File: src/rtl/enc_pkg.sv
// Shared types and widths for the encoder homing / sample scheduling slice.
// Latency: n/a (declarations only).
// Backpressure: n/a.
package enc_pkg;

    localparam int ENC_W = 32;  // encoder position / velocity width
    localparam int OVR_W = 16;  // overrun counter width

    typedef enum logic [2:0] {
        IDLE    = 3'd0,
        SEEK    = 3'd1,
        CAPTURE = 3'd2,
        HOMED   = 3'd3,
        FAULT   = 3'd4
    } home_state_t;

endpackage

File: src/rtl/enc_sample_sched.sv
// Fixed-rate snapshot scheduler: a tick every SAMPLE_DIV cycles loads a position/velocity snapshot.
// Latency: snapshot registered on the tick edge; sample_valid rises one cycle after the tick cycle.
// Backpressure: a stalled snapshot is held unchanged; ticks that find it stalled are counted (saturating).
//
// Ports:
//   sys_clk_i, sys_rst_i   clock, synchronous active-high reset
//   pos_i, vel_i, homed_i  live values captured at each tick
//   ready_i / valid_o      consumer handshake
//   pos_o, vel_o, homed_o  held snapshot payload
//   ovr_o                  count of ticks dropped while stalled
module enc_sample_sched
    import enc_pkg::*;
#(
    parameter int SAMPLE_DIV = 50000
) (
    input  logic                    sys_clk_i,
    input  logic                    sys_rst_i,
    input  logic signed [ENC_W-1:0] pos_i,
    input  logic signed [ENC_W-1:0] vel_i,
    input  logic                    homed_i,
    input  logic                    ready_i,
    output logic                    valid_o,
    output logic signed [ENC_W-1:0] pos_o,
    output logic signed [ENC_W-1:0] vel_o,
    output logic                    homed_o,
    output logic [OVR_W-1:0]        ovr_o
);

    localparam int DIV_W = (SAMPLE_DIV > 1) ? $clog2(SAMPLE_DIV) : 1;

    logic [DIV_W-1:0]        div_q, div_d;
    logic                    vld_q, vld_d;
    logic signed [ENC_W-1:0] pos_q, pos_d;
    logic signed [ENC_W-1:0] vel_q, vel_d;
    logic                    hmd_q, hmd_d;
    logic [OVR_W-1:0]        ovr_q, ovr_d;
    logic                    tick;
    logic                    slot_free;

    assign tick      = (div_q == DIV_W'(SAMPLE_DIV - 1));
    // The slot is free if empty, or if the held snapshot is consumed this very cycle.
    assign slot_free = ~vld_q | ready_i;

    always_comb begin
        div_d = tick ? '0 : div_q + DIV_W'(1);
        vld_d = vld_q;
        pos_d = pos_q;
        vel_d = vel_q;
        hmd_d = hmd_q;
        ovr_d = ovr_q;
        if (tick) begin
            if (slot_free) begin
                vld_d = 1'b1;
                pos_d = pos_i;
                vel_d = vel_i;
                hmd_d = homed_i;
            end else if (ovr_q != '1) begin
                ovr_d = ovr_q + OVR_W'(1);
            end
        end else if (vld_q && ready_i) begin
            vld_d = 1'b0;
        end
    end

    always_ff @(posedge sys_clk_i) begin
        if (sys_rst_i) begin
            div_q <= '0;
            vld_q <= 1'b0;
            pos_q <= '0;
            vel_q <= '0;
            hmd_q <= 1'b0;
            ovr_q <= '0;
        end else begin
            div_q <= div_d;
            vld_q <= vld_d;
            pos_q <= pos_d;
            vel_q <= vel_d;
            hmd_q <= hmd_d;
            ovr_q <= ovr_d;
        end
    end

    assign valid_o = vld_q;
    assign pos_o   = pos_q;
    assign vel_o   = vel_q;
    assign homed_o = hmd_q;
    assign ovr_o   = ovr_q;

endmodule

File: src/rtl/enc_home_sched.sv
// Encoder index homing sequencer plus home-referenced position and fixed-rate snapshot publishing.
// Latency: cal_pos is enc_pos - offset registered (1 cycle); homed rises 2 cycles after the Z rising edge.
// Backpressure: snapshots use valid/ready; a stalled snapshot is held and dropped ticks are counted.
//
// Ports:
//   sys_clk, sys_rst                 clock, synchronous active-high reset
//   enc_pos, enc_vel, enc_z          raw encoder position/velocity and filtered index level
//   home_start, home_abort           single-cycle homing commands (abort wins)
//   home_busy, homed, home_err       homing status (SEEK|CAPTURE, HOMED, FAULT)
//   cal_pos                          home-referenced position
//   sample_valid/ready, sample_*     snapshot handshake and payload
//   overrun_cnt                      saturating count of ticks dropped while stalled
module enc_home_sched
    import enc_pkg::*;
#(
    parameter int                    SAMPLE_DIV  = 50000,
    parameter int                    TIMEOUT_CYC = 100000000,
    parameter logic signed [ENC_W-1:0] HOME_OFS  = '0
) (
    input  logic                    sys_clk,
    input  logic                    sys_rst,
    input  logic signed [ENC_W-1:0] enc_pos,
    input  logic signed [ENC_W-1:0] enc_vel,
    input  logic                    enc_z,
    input  logic                    home_start,
    input  logic                    home_abort,
    output logic                    home_busy,
    output logic                    homed,
    output logic                    home_err,
    output logic signed [ENC_W-1:0] cal_pos,
    output logic                    sample_valid,
    input  logic                    sample_ready,
    output logic signed [ENC_W-1:0] sample_pos,
    output logic signed [ENC_W-1:0] sample_vel,
    output logic                    sample_homed,
    output logic [OVR_W-1:0]        overrun_cnt
);

    localparam int TMO_W = (TIMEOUT_CYC > 1) ? $clog2(TIMEOUT_CYC) : 1;

    home_state_t             state_q;
    logic [TMO_W-1:0]        tmo_q;
    logic                    z_q;
    logic signed [ENC_W-1:0] idx_q;
    logic signed [ENC_W-1:0] ofs_q;
    logic signed [ENC_W-1:0] cal_q;
    logic                    busy_q;
    logic                    homed_q;
    logic                    err_q;
    logic                    z_rise;
    logic                    tmo_hit;

    assign z_rise  = enc_z & ~z_q;
    assign tmo_hit = (tmo_q == TMO_W'(TIMEOUT_CYC - 1));

    // Homing FSM; status outputs are registered alongside the state so they
    // change in the same cycle as the state they describe.
    always_ff @(posedge sys_clk) begin
        if (sys_rst) begin
            state_q <= IDLE;
            tmo_q   <= '0;
            z_q     <= 1'b0;
            idx_q   <= '0;
            ofs_q   <= '0;
            cal_q   <= '0;
            busy_q  <= 1'b0;
            homed_q <= 1'b0;
            err_q   <= 1'b0;
        end else begin
            z_q   <= enc_z;
            // Wraps modulo 2^32 by construction.
            cal_q <= enc_pos - ofs_q;

            case (state_q)
                IDLE, HOMED, FAULT: begin
                    // A coincident abort cancels the start outside of homing.
                    if (home_start && !home_abort) begin
                        state_q <= SEEK;
                        tmo_q   <= '0;
                        busy_q  <= 1'b1;
                        homed_q <= 1'b0;
                        err_q   <= 1'b0;
                    end
                end
                SEEK: begin
                    if (home_abort) begin
                        state_q <= IDLE;
                        busy_q  <= 1'b0;
                    end else if (z_rise) begin
                        // Index edge takes priority over a coincident timeout.
                        idx_q   <= enc_pos;
                        state_q <= CAPTURE;
                    end else if (tmo_hit) begin
                        state_q <= FAULT;
                        busy_q  <= 1'b0;
                        err_q   <= 1'b1;
                    end else begin
                        tmo_q <= tmo_q + TMO_W'(1);
                    end
                end
                CAPTURE: begin
                    if (home_abort) begin
                        state_q <= IDLE;
                        busy_q  <= 1'b0;
                    end else begin
                        ofs_q   <= idx_q - HOME_OFS;
                        state_q <= HOMED;
                        busy_q  <= 1'b0;
                        homed_q <= 1'b1;
                    end
                end
                default: begin
                    state_q <= IDLE;
                    busy_q  <= 1'b0;
                    homed_q <= 1'b0;
                    err_q   <= 1'b0;
                end
            endcase
        end
    end

    assign home_busy = busy_q;
    assign homed     = homed_q;
    assign home_err  = err_q;
    assign cal_pos   = cal_q;

    enc_sample_sched #(
        .SAMPLE_DIV (SAMPLE_DIV)
    ) u_sched (
        .sys_clk_i (sys_clk),
        .sys_rst_i (sys_rst),
        .pos_i     (cal_q),
        .vel_i     (enc_vel),
        .homed_i   (homed_q),
        .ready_i   (sample_ready),
        .valid_o   (sample_valid),
        .pos_o     (sample_pos),
        .vel_o     (sample_vel),
        .homed_o   (sample_homed),
        .ovr_o     (overrun_cnt)
    );

endmodule

File: config.mk
export PLATFORM = sky130hd
export DESIGN_NAME = enc_home_sched
export DESIGN_NICKNAME = d
export VERILOG_FILES = /design/src/rtl/enc_pkg.sv /design/src/rtl/enc_sample_sched.sv /design/src/rtl/enc_home_sched.sv
export SDC_FILE = /design/constraint.sdc
export NUM_CORES = 1
export LEC_CHECK = 0
export ABC_AREA = 1
export CORE_MARGIN = 1
export CORE_UTILIZATION = 50
export DETAILED_ROUTE_END_ITERATION = 16
export GPL_TIMING_DRIVEN = 0
export PLACE_DENSITY_LB_ADDON = 0.05
export SLEW_MARGIN = 20
export SYNTH_ARGS = -nofsm -noshare
export SYNTH_HDL_FRONTEND = slang
export SYNTH_HIERARCHICAL = 1
export SYNTH_SLANG_ARGS = --single-unit
File: constraint.sdc
create_clock -name sys_clk -period 3.7 [get_ports sys_clk]
set_input_delay 0.74 -clock sys_clk [delete_from_list [all_inputs] [get_ports sys_clk]]
set_output_delay 0.74 -clock sys_clk [all_outputs]
set_load 0.05 [all_outputs]
==> impl_metrics.toml <==
[outcome]
status = "completed"

[synthesis]
synth_seq_area_share = 0.387
synth_area_mm2 = 0.0118
synth_async_sr_flop_share = 0
yosys_warnings = 6
syn_inst = 1770
synth_edf_count = 0
syn_avg_cell_area_um2 = 6.67
synth_ff_type = "dfxtp_1"
synth-seq-cells = 228
synth_cell_types = 37
synthesis.nets = 1875

[sta]
period_share = 0.717
relSlewSlack = 0.430
post-route-min-period_ns = 2.65
clock.fmax_mhz = 377
drv_slew = 0
finalClockSkew_ns = 0.0154
tightest_slew_ns = 0.855
final-hold-violation-count = 0
finalSetupViolations = 0
rsz0062_at_grt = "false"
tns_ns = 0

[power_and_ir_drop]
p_per_area_mw_per_mm2 = 413
p_leak_nw = 6.25
ir_drop_uv = 362

[worst_setup_path]
crit_chain = "clkdlybuf4s50_1"
start_kind = "flop"
cp_slowest_cell = "clkdlybuf4s50_1"
path_buf_inv = 1
cpLargestDelayFamily = "buffers and inverters"
crit_type = "flop to output pin"
critical-path-max-stage-delay_ns = 0.87
crit_fanout = 3
critical_path_depth = 1
critPathCaptureType = "output pin"
required_ns = 2.96
ff2ff_path_depth = 11
cp.arrival_ns = 1.91

[min_path]
hp-class = "flop to flop"
min_path_cells = 1

[grt]
grt.total_usage = 0.276
overflow = 0
antenna_found_initial = 0
grt_pass1_vias = 10596
grt_use_met1 = 0.384
grt_busiest_layer = "met2"
met2_usage = 0.449
grt_pass1_wl_um = 53700
met3_usage = 0.0444
grt_max_degree = 14

[die]
rows = 55
fp.dieW_um = 156
core_area_mm2 = 0.0229
dieArea_mm2 = 0.0242
start_util = 0.515
boundaryPins = 187
die_h_um = 156

[layout]
multiInputGateArea_mm2 = 0.00613
insertedDiodeCount = 0
finalNetCount = 2088
final_area_mm2 = 0.0149
postLayoutCoreUtil = 0.650
synthToLayoutAreaGrowth_pct = 26.2
drive_above_1_share = 0.0855
seqCellArea_mm2 = 0.00456
final_cells = 2313
fillCellCount = 2152

[clock_tree]
post_cts.repair.setup_buffers = 0
cts_tree = "yes"
clkTransAtPathRegs_ns = 0.06
hold_buffers = 0
cts.repair.resized = 0
clk_latency_ns = 0.53
cts_made_buffers = 25
cts_sinks = 228
root_buffer = "clkbuf_16"
h-tree-depth = 1
clk_path_buf_depth = 3

[drt]
first_iter_violations = 847
via_per_inst = 5.09
route.detailed.drc = 0
wl_per_cell_um = 14.4
vias = 11768
drt_wl_total_um = 33400
ant_nets = 0
dr.pass1.iters = 5

[placement]
place_area_mm2 = 0.0141
dp_cells = 2269
numPortBuffers = 186
gp_congestion = 0.973
hpwl_um = 25900

[job]
drv_cap = 0
registers in the layout (all words and copies together) (netlist names), 16 cells and up:
name / flops
cal_pos: 32
u_sched/pos_o: 32
tmo_q: 27
u_sched/ovr_o: 16
ofs_q: 32
u_sched/vel_o: 32
u_sched/div_q: 16
idx_q: 32
path summary, 6_finish.rpt:
path | endpoint | startpoint | slack, ns
min | u_sched/div_q[0] | u_sched/div_q[0] | 0.45
max | homed | homed | 1.05
min reg2reg | u_sched/div_q[0] | u_sched/div_q[0] | 0.45
max reg2reg | tmo_q[14] | tmo_q[0] | 1.49
per-stage QoR:
step | setup WS [ns] | total power, W | hold WS [ns]
after CTS | 1.02 | 0.00618 | 0.453
after floorplan | 1.43 | 0.00328 | 0.418
after global placement | 0.653 | 0.00364 | 0.429
after detailed placement | 0.621 | 0.00365 | 0.441
after global routing | 0.958 | 0.00639 | 0.474
final | 1.05 | 0.00615 | 0.451
power by group:
group | total [W] | switching (W) | internal, W
clock network | 0.00254 | 0.000995 | 0.00155
logic | 0.00102 | 0.000671 | 0.000345
registers | 0.00259 | 0.0000568 | 0.00253
metal layers:
| metal | wire, µm | share of wire |
|---|---|---|
| met4 | 566 | 0.017 |
| met2 | 14500 | 0.43 |
| met5 | 0 | 0 |
| met1 | 15400 | 0.46 |
| met3 | 2950 | 0.088 |
worst register-to-register path: cells and delay by family (launching register included):
family,cells,cell delay (ns)
adders and majority gates,1,0.38
DFF,1,0.46
buffers and inverters,1,0.21
AOI/OAI and AO/OA,1,0.07
and+or+nand+nor,8,0.95
layout make-up:
type                            instances  area share
Timing Repair Buffer                  186       0.125
Multi-Input combinational cell       1282       0.411
Tap cell                              313      0.0263
Sequential cell                       228       0.306
Clock inverter                         10     0.00899
Buffer                                 59      0.0238
Clock buffer                           34      0.0476
Inverter                              201      0.0507
synthesized netlist by cell type (5+ instances only):
library cell / number / area share
a21oi_1: 103 / 0.044
nand2_1: 395 / 0.13
a21oi_2: 18 / 0.013
nand2_2: 12 / 0.0064
o21ai_0: 94 / 0.040
dfxtp_1: 228 / 0.39
o21ai_1: 52 / 0.022
nand2_4: 5 / 0.0048
ha_1: 34 / 0.036
nor2_2: 54 / 0.029
nor3_1: 16 / 0.0068
nor2_1: 347 / 0.11
nand3b_1: 6 / 0.0038
inv_1: 191 / 0.061
inv_2: 7 / 0.0022
buf_2: 10 / 0.0042
nor2_4: 5 / 0.0048
xor2_1: 6 / 0.0045
nand4_1: 11 / 0.0058
buf_6: 13 / 0.012
clkbuf_1: 32 / 0.010
o21bai_1: 8 / 0.0051
nand3_1: 92 / 0.039
cells by family after synthesis:
family | Yosys count | synth area share
AO/OA/AOI/OAI | 284 | 0.130
XOR/XNOR | 9 | 0.00668
adder cells (fa/ha/maj) | 35 | 0.0378
buffers and inverters | 260 | 0.0940
flip-flops | 228 | 0.387
AND/OR/NAND/NOR | 954 | 0.345
cells in the final DEF (no fill, tap or decap), drive strengths merged, types with 4 or more instances in the layout:
cell           instances
a21oi                122
clkbuf                66
nand3                 92
dfxtp                228
nand4                 11
o21ai                146
xor2                   6
ha                    34
nand3b                 6
clkdlybuf4s50        186
nor3                  16
clkinv                 7
nor2                 407
buf                   27
inv                  199
nand2                413
a31oi                  4
o21bai                 8
nor3b                  4
No activity file was read; power rests on OpenSTA's default activity.
